File: config.mk
export PLATFORM = sky130hd
export DESIGN_NAME = lcd_cmd_sched
export DESIGN_NICKNAME = d
export VERILOG_FILES = /design/src/rtl/lcd_cmd_sched.sv
export SDC_FILE = /design/constraint.sdc
export NUM_CORES = 1
export LEC_CHECK = 0
export ABC_AREA = 1
export CAP_MARGIN = 25
export CORE_MARGIN = 8
export CORE_UTILIZATION = 60
export DETAILED_ROUTE_END_ITERATION = 10
export PLACE_DENSITY = 0.88
export SYNTH_ARGS = -nofsm -noshare
export SYNTH_HDL_FRONTEND = slang
export SYNTH_SLANG_ARGS = --single-unit
File: constraint.sdc
create_clock -name clk -period 7.17 [get_ports clk]
set_clock_uncertainty 0.2 [all_clocks]
set_input_delay 1.0755 -clock clk [delete_from_list [all_inputs] [get_ports clk]]
set_output_delay 1.0755 -clock clk [all_outputs]
set_load 0.01 [all_outputs]
File: src/rtl/lcd_cmd_sched.sv
// lcd_cmd_sched: shares one LCD command engine between a CPU command FIFO and
// a single-entry game-engine slot. Grants are round-robin. Each command is held
// until the controller reports completion or the watchdog expires. The engine
// is then cleared and released before the next grant.
module lcd_cmd_sched #(
  parameter int FIFO_DEPTH = 4,
  parameter int TO_W       = 20
) (
  input  logic                        clk,
  input  logic                        RSTn,
  input  logic                        cpu_valid,
  input  logic [30:0]                 cpu_cmd,
  output logic                        cpu_ready,
  input  logic                        eng_valid,
  input  logic [30:0]                 eng_cmd,
  output logic                        eng_ready,
  output logic [31:0]                 LCD_REG,
  output logic                        rstn_LCD_en,
  input  logic                        LCD_RUN_FINISH,
  output logic                        busy,
  output logic                        done_pulse,
  output logic                        done_src,
  output logic                        timeout_err,
  input  logic                        err_clr,
  output logic [$clog2(FIFO_DEPTH):0] cpu_level
);

  localparam int AW = $clog2(FIFO_DEPTH);
  localparam logic [AW:0] FULL_LVL = (AW+1)'(FIFO_DEPTH);
  // One below the all-ones terminal count: the increment from here reaches 2^TO_W-1.
  localparam logic [TO_W-1:0] WD_LAST = {{(TO_W-1){1'b1}}, 1'b0};

  typedef enum logic [1:0] {S_IDLE, S_WAIT, S_CLEAR, S_GAP} state_e;

  state_e state_q, state_d;

  // CPU FIFO storage and control
  logic [30:0]   mem_q [FIFO_DEPTH];
  logic [AW-1:0] wr_ptr_q, rd_ptr_q;
  logic [AW:0]   level_q, level_d;
  logic          cpu_full, cpu_empty, cpu_push, cpu_pop;

  // Engine slot
  logic          eng_full_q;
  logic [30:0]   eng_cmd_q;
  logic          eng_push;

  // Arbitration and command tracking
  logic          grant_cpu, grant_eng;
  logic          last_grant_q, last_grant_d;   // 1 = engine granted last
  logic [TO_W-1:0] wdog_q, wdog_d;
  logic          wd_expire;

  // Registered outputs
  logic [31:0]   lcd_reg_q, lcd_reg_d;
  logic          rstn_en_q, rstn_en_d;
  logic          done_pulse_q, done_pulse_d;
  logic          done_src_q, done_src_d;
  logic          timeout_err_q, timeout_err_d;

  // Full is judged on the pre-pop level, so a push into a full FIFO is refused
  // even when a grant drains an entry in the same cycle.
  assign cpu_full  = (level_q == FULL_LVL);
  assign cpu_empty = (level_q == '0);
  assign cpu_ready = !cpu_full;
  assign cpu_push  = cpu_valid && !cpu_full;
  assign cpu_pop   = grant_cpu;

  assign eng_ready = !eng_full_q;
  assign eng_push  = eng_valid && !eng_full_q;

  assign wd_expire = (state_q == S_WAIT) && !LCD_RUN_FINISH && (wdog_q == WD_LAST);

  // CPU FIFO payload write; payload needs no reset since the level gates reads
  always_ff @(posedge clk) begin
    if (cpu_push) mem_q[wr_ptr_q] <= cpu_cmd;
  end

  // CPU FIFO occupancy next-state
  always_comb begin
    level_d = level_q;
    if (cpu_push && !cpu_pop)      level_d = level_q + 1'b1;
    else if (!cpu_push && cpu_pop) level_d = level_q - 1'b1;
  end

  // CPU FIFO pointers and occupancy
  always_ff @(posedge clk or negedge RSTn) begin
    if (!RSTn) begin
      wr_ptr_q <= '0;
      rd_ptr_q <= '0;
      level_q  <= '0;
    end else begin
      if (cpu_push) wr_ptr_q <= wr_ptr_q + 1'b1;
      if (cpu_pop)  rd_ptr_q <= rd_ptr_q + 1'b1;
      level_q <= level_d;
    end
  end

  // Engine slot payload; a load and a grant never coincide (load needs empty, grant needs full)
  always_ff @(posedge clk) begin
    if (eng_push) eng_cmd_q <= eng_cmd;
  end

  // Engine slot occupancy
  always_ff @(posedge clk or negedge RSTn) begin
    if (!RSTn)          eng_full_q <= 1'b0;
    else if (eng_push)  eng_full_q <= 1'b1;
    else if (grant_eng) eng_full_q <= 1'b0;
  end

  // Round-robin grant, only from IDLE with the controller reporting not-finished
  always_comb begin
    grant_cpu = 1'b0;
    grant_eng = 1'b0;
    if (state_q == S_IDLE && !LCD_RUN_FINISH) begin
      if (!cpu_empty && eng_full_q) begin
        if (last_grant_q) grant_cpu = 1'b1;
        else              grant_eng = 1'b1;
      end else if (!cpu_empty) begin
        grant_cpu = 1'b1;
      end else if (eng_full_q) begin
        grant_eng = 1'b1;
      end
    end
  end

  // FSM state register
  always_ff @(posedge clk or negedge RSTn) begin
    if (!RSTn) state_q <= S_IDLE;
    else       state_q <= state_d;
  end

  // FSM next-state logic
  always_comb begin
    state_d = state_q;
    case (state_q)
      S_IDLE:  if (grant_cpu || grant_eng)       state_d = S_WAIT;
      S_WAIT:  if (LCD_RUN_FINISH || wd_expire)  state_d = S_CLEAR;
      S_CLEAR:                                   state_d = S_GAP;
      S_GAP:   if (!LCD_RUN_FINISH)              state_d = S_IDLE;
      default:                                   state_d = S_IDLE;
    endcase
  end

  // FSM output logic: next values of the registered controller-facing outputs
  always_comb begin
    lcd_reg_d     = lcd_reg_q;
    rstn_en_d     = 1'b1;
    done_pulse_d  = 1'b0;
    done_src_d    = done_src_q;
    last_grant_d  = last_grant_q;
    wdog_d        = wdog_q;
    timeout_err_d = timeout_err_q;
    case (state_q)
      S_IDLE: begin
        if (grant_cpu) begin
          lcd_reg_d    = {mem_q[rd_ptr_q], 1'b1};
          done_src_d   = 1'b0;
          last_grant_d = 1'b0;
          wdog_d       = '0;
        end else if (grant_eng) begin
          lcd_reg_d    = {eng_cmd_q, 1'b1};
          done_src_d   = 1'b1;
          last_grant_d = 1'b1;
          wdog_d       = '0;
        end
      end
      S_WAIT:  wdog_d = wdog_q + 1'b1;
      S_CLEAR: begin
        // Drop start but keep the command bits visible to the controller
        lcd_reg_d    = {lcd_reg_q[31:1], 1'b0};
        rstn_en_d    = 1'b0;
        done_pulse_d = 1'b1;
      end
      default: ;
    endcase
    // A new expiry outranks a clear request in the same cycle
    if (wd_expire)    timeout_err_d = 1'b1;
    else if (err_clr) timeout_err_d = 1'b0;
  end

  // Registered outputs and arbitration history
  always_ff @(posedge clk or negedge RSTn) begin
    if (!RSTn) begin
      lcd_reg_q     <= '0;
      rstn_en_q     <= 1'b0;
      done_pulse_q  <= 1'b0;
      done_src_q    <= 1'b0;
      last_grant_q  <= 1'b1;
      wdog_q        <= '0;
      timeout_err_q <= 1'b0;
    end else begin
      lcd_reg_q     <= lcd_reg_d;
      rstn_en_q     <= rstn_en_d;
      done_pulse_q  <= done_pulse_d;
      done_src_q    <= done_src_d;
      last_grant_q  <= last_grant_d;
      wdog_q        <= wdog_d;
      timeout_err_q <= timeout_err_d;
    end
  end

  assign LCD_REG     = lcd_reg_q;
  assign rstn_LCD_en = rstn_en_q;
  assign done_pulse  = done_pulse_q;
  assign done_src    = done_src_q;
  assign timeout_err = timeout_err_q;
  assign busy        = (state_q != S_IDLE);
  assign cpu_level   = level_q;

endmodule

# Word-level counts from Yosys, hierarchy flattened
# Memory sizes are Yosys's and may differ from the RTL's.
# Index checks and enable logic that the tools add are counted.
# W data, S select, Z words.
# op_classes
add_sub_neg	5
shifts	0
mul	0
order_cmp	0
n_eq_ne	9
n_mux	31
n_div	0
n_bitwise	1
n_reduce_logical	30
# ops
op	n
$mux W32	2
$pmux W32 S2	1
$mux W20	2
$pmux W20 S2	1
$add A20 B1 Y20 const B	1
$eq A20 B20 Y1 const B	1
$mux W1	19
$reduce_bool A2 Y1	7
$logic_and A1 B1 Y1	8
$pmux W2 S4	1
$logic_not A1 Y1	6
$mux W2	3
$mux W3	2
$reduce_and A2 Y1	3
$reduce_and A3 Y1	2
$add A2 B1 Y2 const B	2
$eq A2 B2 Y1 const B	2
$ne A2 B1 Y1 const B	2
$add A3 B1 Y3 const B	1
$eq A3 B3 Y1 const B	1
$logic_not A3 Y1	1
$ne A3 B3 Y1 const B	1
$sub A3 B1 Y3 const B	1
$eq A2 B1 Y1 const B	1
other kinds (4)	5
# totals
mem_bits_rw	124
latchBits	0
n_memories	1
inputBits	68
romBits	0
register_bits	98
# mem_list
name	depth	width	rd	rd_ports_with_merged_regs	wr	line	source
mem_q	4	31	1	0	1	38	logic [30:0] mem_q [FIFO_DEPTH];

# Longest topological paths before layout
# Gate-level depths: netlist of run 1.
# depth
ltp_word	8
depth_mapped	15
depth_no_buf	13

# Worst setup path after synthesis of run 1
# Ideal clock, no wire load.
# synth_path
path_kind	input to register
from	input cpu_valid
to	memory mem_q[0][0], enable pin
setup_ns	0.419
setup_slack_ns	4.017
n_path_buf	0
stages	2
arrival_time_ns	2.533
path_cell_list	nand2_1 -> nor2_1
# synth_between
elab_chain_len	3
# synth_rtl
element	line	source
start: declaration	11	input logic cpu_valid,
$logic_and A1 B1 Y1	66	assign cpu_push = cpu_valid && !cpu_full;
$mux W1	76	if (cpu_push) mem_q[wr_ptr_q] <= cpu_cmd;
$mux W1 (not written as such)	76	
end: declaration	38	
# Every way passes these cells.

# Final worst setup path of run 1
# layout_path
from	input LCD_RUN_FINISH
to	register level_q[1] (netlist: cpu_level[1])
# layout_between
elab_chain_len	6
elab_cells_between_ends	8
cone_classes	mux (2); reduce/logical (6)
# layout_rtl
element	line	source
start: declaration	19	input logic LCD_RUN_FINISH,
$logic_not A1 Y1	--	
$logic_and A1 B1 Y1	115	if (state_q == S_IDLE && !LCD_RUN_FINISH) begin
$mux W1	115	
$logic_not A1 Y1	82	if (cpu_push && !cpu_pop) level_d = level_q + 1'b1;
$logic_and A1 B1 Y1	82	
$mux W3	82	
named net level_d[1]	40	logic [AW:0] level_q, level_d;
end signal: assignment	95	level_q <= level_d;
end: declaration	40	
# The timed path passes the listed nets, and every way through them passes these cells.
# A chain may end at the register's enable or synchronous reset.

==> results.md, run 1 <==
- Worst skew pair latency: 0.52 ns
- Pwr Density: 408.9 mW/mm^2
- Via density per instance: 5.577
- Setup TNS: 0 ns
- Initial DRC count: 568
- First drt pass iteration count: 5
- Setup Viol. Count Final: 0
- # clock sinks: 222
- GRT Util Overall: 20.95%
- Clock root buffer: clkbuf_16
- Drt wl/cell: 18.16 um
- Largest cells by area after synthesis: edfxtp_1 50%, dfrtp_1 18%, nand2_1 10%, nand3_1 4.7%, nor2_1 2.8%
- Post-Synthesis Cells: 844
- Max_cap viols: 0
- Hold buffer count at cts: 0
- H-tree lvl count: 1
- DR DRC count: 0
- Peak VDD IR: 289.8 uV
- Initial Utilization: 61.40%
- WP data required: 7.36 ns
- # resized after CTS: 0
- Die Ht: 140.7 um
- Post-CTS setup buffer count: 0
- GRT overflow: 0
- Core ar.: 0.01520 sq mm
- Io pins: 110
- Static leakage: 4.416 nW
- Die width: 140.7 um
- Critical Path Source Type: input port
- Max clock buf depth: 3
- Total CTS buffers: 22
- Hpwl dp: 12680 um
- P&R area growth vs syn: 22.79%
- Final WL: 20970 um
- Layout cells sized above 1: 10.86%
- Vias in the first global route: 6665
- Row Count: 45
- # diodes: 0
- Final period utilization: 47.69%
- Synthesized area per cell: 11.06 sq um
- Vias after detailed routing: 6441
- Warnings, synthesis: 0
- PortBufs: 109
- Global-route wire length before repair: 33270 um
- Clk pin slew, worst setup/hold paths: 0.06 ns
- Worst Path Max Fanout: 65
- Max-slew violations: 0
- Status: finished clean
- Setup crit end kind: flip-flop
- Dpl cells: 1111
- Yosys reg bits: 222
- Largest net degree at the start of global routing: 68
- Clock tree from TritonCTS: built
- Fin. Hold Viols: 0
- Crit path kind: in -> reg
- Nets: 1032
- Non-filler instance count after layout: 1155
- Initial antenna violation count: 1
- Most common cell after layout, fill and taps aside: nand2_1
- Die area: 0.01980 sq mm
- Most frequent cells in the layout: 255 x nand2_1, 155 x edfxtp_1, 108 x clkdlybuf4s50_1
- Area leader, netlist: edfxtp_1
- Post-synth top area share: 49.87%
- Syn Nets: 925
- Fmax: 0.2924 GHz
- Worst-margin pin slew: 1.015 ns
- GPL Wtd Cong: 0.8484
- Rel. slew slack: 32.16%
- RSZ-0062 raised after global routing: no
- Post-route ant nets: 0
- Mapped Area: 0.009334 sq mm
- Worst Hold Class: reg -> reg
- Distinct cell type count after synthesis: 32
- Crit path DAT: 3.61 ns
- Seq/Total Area, Yosys: 67.84%
- Crit path time final: 3.419 ns
==> state kept, by name, indices dropped and copies added (netlist names) <==
name          flops
LCD_REG          32
cpu_level         3
done_pulse        1
done_src          1
eng_cmd_q        31
eng_full_q        1
last_grant_q      1
mem_q           124
rd_ptr_q          2
rstn_LCD_en       1
state_q           2
timeout_err       1
wdog_q           20
wr_ptr_q          2
==> critical path, stage by stage <==
cell and delay, ns:
clkdlybuf4s50_1 0.48, nor2_4 0.16, nand2_2 0.11, a21oi_4 0.12, buf_4 0.63, inv_1 0.10
ha_1 0.21, inv_1 0.11, fa_1 0.44, nor2_1 0.12, a21oi_1 0.05
==> cells by family after synthesis <==
| logic type | after synthesis | synth area share (%) |
|---|---|---|
| AO/OA/AOI/OAI | 91 | 6.475 |
| XOR/XNOR | 6 | 0.5630 |
| adder cells (fa/ha/maj) | 13 | 1.823 |
| buffers and inverters | 82 | 4.209 |
| flip-flops | 222 | 67.84 |
| AND/OR/NAND/NOR | 430 | 19.09 |
==> stage by stage <==
step	power [mW]	hold slack, ns	instance area, sq um	setup slack [ns]	util, %
2_1_floorplan	2.853	0.2901	9334	4.017	-
3_3_place_gp	3.327	0.2626	10510	3.330	69.11
3_5_place_dp	3.426	0.2875	10570	3.253	69.51
4_1_cts	4.680	0.3029	11370	3.739	74.81
5_1_grt	4.941	0.3332	11460	3.568	75.39
6_report	4.686	0.2901	11460	3.751	75.39
==> area by class of cell <==
| type | instances | area [sq um] |
|---|---|---|
| repair buffers | 119 | 1259 |
| clock inverters | 14 | 201.4 |
| flip-flops and latches | 222 | 6334 |
| inverters | 46 | 172.7 |
| clock buffers | 26 | 605.6 |
| fillers | 941 | 3741 |
| multi-input cells | 540 | 2654 |
| well taps | 188 | 235.2 |
==> metal layers <==
layer	routed length [um]	GRT usage (%)	vias up
met5	13	0	-
met4	467	6.731	2
met3	1428	4.456	36
met2	10850	37.14	245
met1	8207	25.04	3100
li1	-	-	3058
==> path summary, 6_finish.rpt <==
check / startpoint / slack, ns / end / cells after the start
max: LCD_RUN_FINISH / 3.75 / cpu_level[1] / 11
min: done_src / 0.29 / done_src / 2
max reg2reg: state_q[0] / 4.06 / cpu_level[1] / 13
min reg2reg: done_src / 0.29 / done_src / 2
max in group asynchronous: RSTn / 5.62 / rd_ptr_q[0] / 1
min in group asynchronous: RSTn / 0.48 / LCD_REG[21] / 1
==> report_power, final <==
| part | internal, mW | switching, mW |
|---|---|---|
| sequential | 1.70 | 0.151 |
| clock | 0.754 | 0.490 |
| combinational | 0.603 | 0.986 |
| total | 3.06 | 1.63 |
==> synth_stat cells <==
master	instances
a21oi_1	27
xnor2_1	1
nand2_1	255
nand2_2	3
inv_1	43
nor2_8	1
buf_2	11
fa_1	1
nor2_4	1
xor2_1	5
o21ai_2	18
nor2_1	69
dfstp_2	1
o21ai_1	3
nor3b_1	1
ha_1	12
o22ai_1	1
or2_2	1
nor3_1	6
and2_0	1
dfrtp_1	66
a31oi_1	1
nand4_1	4
buf_6	6
o21ai_0	20
clkbuf_1	12
a21oi_2	21
inv_2	3
nand3_1	88
buf_4	5
clkbuf_4	2
edfxtp_1	155
Power figures use the tool's default switching activity.
==> run 2, diff against run 1 <==
Settings changed: CORE_UTILIZATION 60 to 56, PLACE_DENSITY 0.88 to 0.83.
Clock period 7.17 ns to 3.3 ns, I/O delays scaled along.
==> run 2 against run 1 <==
Compared with the run above:
- count of clock-buffer cells in the layout increased by 6
- setup slack lost 3.0 ns
- sequential power grew 120%
- total power grew 110%
- combinational power increased by 120%
- via count fell by 2.2%
- largest cell class unchanged
==> results.md, run 2 (synthesis results as in run 1) <==
- Status: finished clean
- Critical path cell sequence: inv_1 > ha_1 > inv_2 > clkdlybuf4s50_1
- Vias in the first global route: 6474
- Clock root buffer: clkbuf_16
- Max_cap viols: 0
- Setup Viol. Count Final: 0
- GRT Util Overall: 18.79%
- Placed inst area: 0.01065 sq mm
- Total CTS buffers: 23
- RSZ-0062 raised after global routing: no
- GRT overflow: 0
- Final WL: 19920 um
- Largest Register: mem_q
- Most frequent cells in the layout: 255 x nand2_1, 155 x edfxtp_1, 108 x clkdlybuf4s50_1
- Via density per instance: 5.281
- Fmax: 0.3857 GHz
- GPL Wtd Cong: 0.8800
- Final period utilization: 78.56%
- Largest net degree at the start of global routing: 68
- Die area: 0.02106 sq mm
- P&R area growth vs syn: 21.56%
- Die width: 145.1 um
- H-tree lvl count: 1
- Max-slew violations: 0
- # clock sinks: 222
- Most common cell after layout, fill and taps aside: nand2_1
- First drt pass iteration count: 5
- Clk pin slew, worst setup/hold paths: 0.06 ns
- # resized after CTS: 0
- Initial DRC count: 444
- Global-route wire length before repair: 32670 um
- Setup TNS: 0 ns
- Crit path time final: 2.592 ns
- Worst-margin pin slew: 0.8909 ns
- Peak VDD IR: 492.2 uV
- Drt wl/cell: 16.70 um
- Post-route ant nets: 0
- PortBufs: 109
- # diodes: 0
- Initial antenna violation count: 0
- Worst Hold Class: reg -> reg
- Pwr Density: 861.9 mW/mm^2
- Initial Utilization: 56.69%
- Worst skew pair latency: 0.50 ns
- Max clock buf depth: 3
- Fin. Hold Viols: 0
- Post-CTS setup buffer count: 0
- # fillers: 1211
- WP data required: 2.60 ns
- Hold buffer count at cts: 1
- Static leakage: 4.358 nW
- Design Area, Final: 0.01135 sq mm
- Rel. slew slack: 40.61%
- Crit path kind: reg -> out
- Worst stage delay on the critical path: 0.55 ns
- Slowest stage cell, crit path: clkdlybuf4s50_1
- Setup crit end kind: output port
- Worst Path Max Fanout: 4
- Crit path DAT: 1.90 ns
- Area of the multi-input gates: 0.002654 sq mm
- Max reg flops: 124
- Layout cells sized above 1: 10.17%
- FF+latch area: 0.006334 sq mm
- DR DRC count: 0
- Critical Path Source Type: flip-flop
- Hpwl dp: 12460 um
- Clock tree from TritonCTS: built
- Die Ht: 145.1 um
- Io pins: 110
- Vias after detailed routing: 6300
- Core ar.: 0.01647 sq mm
- Row Count: 47
- Nets: 1038
[run 2: cell count changes in the layout (fill, tap and decap cells not counted), sizes merged]
| cell | change |
|---|---|
| clkinvlp | -2 |
| dlygate4sd3 | +1 |
| clkbuf | +6 |
| clkinv | -1 |
| inv | +1 |
| bufinv | -3 |
| buf | +4 |
[run 2: final timing paths]
path | startpoint | endpoint | slack (ns) | cells past startpoint
max | state_q[0] | busy | 0.71 | 4
min | done_src | done_src | 0.27 | 2
max reg2reg | state_q[0] | LCD_REG[12] | 0.78 | 10
min reg2reg | done_src | done_src | 0.27 | 2
max in group asynchronous | RSTn | rd_ptr_q[0] | 1.81 | 2
min in group asynchronous | RSTn | LCD_REG[18] | 0.46 | 2
[run 2: cell type report]
type / instances / share of cell area [%]
Clock buffer: 32 / 5.371
Clock inverter: 9 / 0.6396
Inverter: 46 / 1.522
Multi-Input combinational cell: 540 / 23.39
Sequential cell: 222 / 55.82
Tap cell: 220 / 2.426
Timing Repair Buffer: 124 / 10.83
[run 2: power breakdown]
group / switching, mW / total, mW / internal [mW] / leakage [nW]
Combinational: 2.13 / 3.42 / 1.29 / 1.81
Sequential: 0.288 / 3.99 / 3.70 / 2.22
Clock: 1.00 / 2.37 / 1.37 / 0.329
[run 2: routing by layer]
layer  wire length (um)  track usage, %  vias to the layer above  part of all wire [%]
li1                   -               -                     3070                     -
met5                  0               0                        -                     0
met4                358           5.882                        0                   1.8
met2              10100           33.27                      176                    51
met1               8324           22.84                     3022                    42
met3               1136           3.545                       32                   5.7
[run 2: critical path: cells and delay by family (launching register included)]
kind	cells	cell delay, ns
adders and majority gates	1	0.24
DFF	1	0.40
buffers and inverters	3	0.76
[run 2: stage by stage]
step / utilization (%) / hold WS (ns) / total power, mW / instances / worst slack (ns)
3_5_place_dp: 64.70 / 0.2604 / 7.475 / 1151 / 0.5743
5_1_grt: 68.91 / 0.3203 / 10.36 / 1193 / 0.5840
3_3_place_gp: 64.70 / 0.2572 / 7.352 / 1151 / 0.6405
6_report: 68.91 / 0.2744 / 9.779 / 1193 / 0.7076
4_1_cts: 68.91 / 0.2748 / 9.870 / 1193 / 0.6927
2_1_floorplan: - / -0.0005910 / 6.198 / 844 / 0.5342
==> run 3, diff against run 2 <==
Clock period 3.3 ns to 2.6 ns, I/O delays scaled along.
==> run 3 against run 2 <==
Compared with the run above:
- routed wire length is 2.6% lower
- global-route usage shrank 0.51 points
- sequential cell count did not move
- count of clock-buffer cells in the layout down 4
- critical path type is now reg -> reg
- largest cell class unchanged
- largest power group unchanged
==> results.md, run 3 (synthesis results as in run 1) <==
- Status: finished clean
- Worst Hold Class: in -> reg
- Crit path time final: 2.451 ns
- Max-slew violations: 0
- Largest Register: mem_q
- Final WL: 19410 um
- P&R area growth vs syn: 22.14%
- Critical Path Source Type: flip-flop
- Vias after detailed routing: 6213
- Post-route ant nets: 0
- DR DRC count: 0
- Clock tree from TritonCTS: built
- Final core occ: 69.24%
- H-tree lvl count: 1
- Die width: 145.1 um
- Setup Viol. Count Final: 0
- Via density per instance: 5.195
- Max reg flops: 124
- Fin. Hold Viols: 0
- Min Hold Slack: 0.2510 ns
- Initial DRC count: 415
- Clk pin slew, worst setup/hold paths: 0.06 ns
- Pwr Density: 1082 mW/mm^2
- Clock root buffer: clkbuf_16
- Worst-margin pin slew: 0.7900 ns
- Vias in the first global route: 6203
- WP data required: 2.76 ns
- Die area: 0.02106 sq mm
- Worst skew pair latency: 0.49 ns
- Global-route wire length before repair: 31480 um
- Layout cells sized above 1: 10.96%
- Max clock buf depth: 3
- Static leakage: 4.388 nW
- Largest net degree at the start of global routing: 65
- Worst Path Max Fanout: 4
- Drt wl/cell: 16.23 um
- Setup TNS: 0 ns
- PortBufs: 109
- Nets: 1041
- Initial Utilization: 56.69%
- Setup crit end kind: flip-flop
- Most frequent cells in the layout: 255 x nand2_1, 155 x edfxtp_1, 108 x clkdlybuf4s50_1
- Die Ht: 145.1 um
- Rel. slew slack: 47.33%
- Most common cell after layout, fill and taps aside: nand2_1
- Crit path kind: reg -> reg
- Crit path DAT: 2.61 ns
- GPL Wtd Cong: 0.8684
- Max_cap viols: 0
- Total CTS buffers: 23
- First drt pass iteration count: 5
- Peak VDD IR: 680.0 uV
- Final period utilization: 94.27%
- Fmax: 0.4080 GHz
- # diodes: 0
- Core ar.: 0.01647 sq mm
- Initial antenna violation count: 0
- GRT Util Overall: 18.28%
- # clock sinks: 222
- Io pins: 110
- GRT overflow: 0
- Hpwl dp: 12260 um
- Row Count: 47
==> run 3: cell types whose count changed in the layout (fill, tap and decap cells not counted) <==
cell / before / now
clkbuf_1: 9 / 5
buf_12: 2 / 6
ha_1: 12 / 11
a21oi_2: 20 / 21
buf_6: 0 / 1
clkinv_2: 3 / 9
a21oi_1: 27 / 26
clkinvlp_4: 1 / 0
clkinv_1: 3 / 4
bufinv_16: 1 / 0
inv_6: 1 / 0
buf_4: 13 / 11
ha_2: 0 / 1
==> run 3: critical path, stage by stage, from the launching register on <==
cell and delay, ns:
dfrtp_1 0.40, inv_1 0.10, ha_2 0.21, inv_2 0.09, nor2_4 0.05, nand2_2 0.12, a21oi_4 0.05, inv_1 0.06
ha_1 0.13, inv_1 0.08, fa_1 0.41, a21oi_2 0.14, o21ai_0 0.11, xor2_1 0.16
==> run 3: worst paths after layout <==
path	start	slack, ns	endpoint	depth (start not counted)
max	state_q[0]	0.15	cpu_level[2]	13
min	eng_cmd[1]	0.25	eng_cmd_q[1]	1
max reg2reg	state_q[0]	0.15	cpu_level[2]	13
min reg2reg	done_src	0.27	done_src	2
max in group asynchronous	RSTn	1.20	cpu_level[0]	3
min in group asynchronous	RSTn	0.33	LCD_REG[21]	2
==> run 3: layer usage <==
layer	vias to the layer above	GRT usage (%)	share of wire [%]
li1	3075	-	-
met1	2952	22.83	42
met2	159	31.73	50
met3	27	3.389	5.3
met4	0	5.622	2.0
met5	-	0	0
==> run 3: cell type report <==
cell class	instances	area (sq um)
clock buffer	28	594.3
clock inverter	13	60.06
fill	1171	5065
inverter	46	172.7
multi-input combinational	540	2660
sequential	222	6334
tap	220	275.3
timing repair buffer	127	1305
==> run 3: timing repair <==
action / CTS / global route
hold buffers: 1 / 0
buffers inserted: 0 / 1
resized for setup: 0 / 3
endpoints found under the setup margin: 0 / 32
hold endpoints to repair: 56 / 0
==> run 3: where the power goes <==
part,total (mW),internal [mW],leakage [nW],switching [mW]
sequential,5.11,4.70,2.22,0.416
clock,2.87,1.62,0.331,1.25
combinational,4.35,1.71,1.84,2.64
total,12.3,8.03,4.39,4.31
==> run 3: through the flow <==
| stage | worst slack [ns] | cells | area (sq um) | power (mW) |
|---|---|---|---|---|
| global placement | 0.05256 | 1153 | 10720 | 9.390 |
| global route | -0.01104 | 1196 | 11400 | 13.06 |
| detailed placement | -0.001356 | 1153 | 10720 | 9.548 |
| finish | 0.1491 | 1196 | 11400 | 12.33 |
| CTS | 0.1008 | 1195 | 11380 | 12.45 |
| floorplan | -0.1658 | 844 | 9334 | 7.867 |
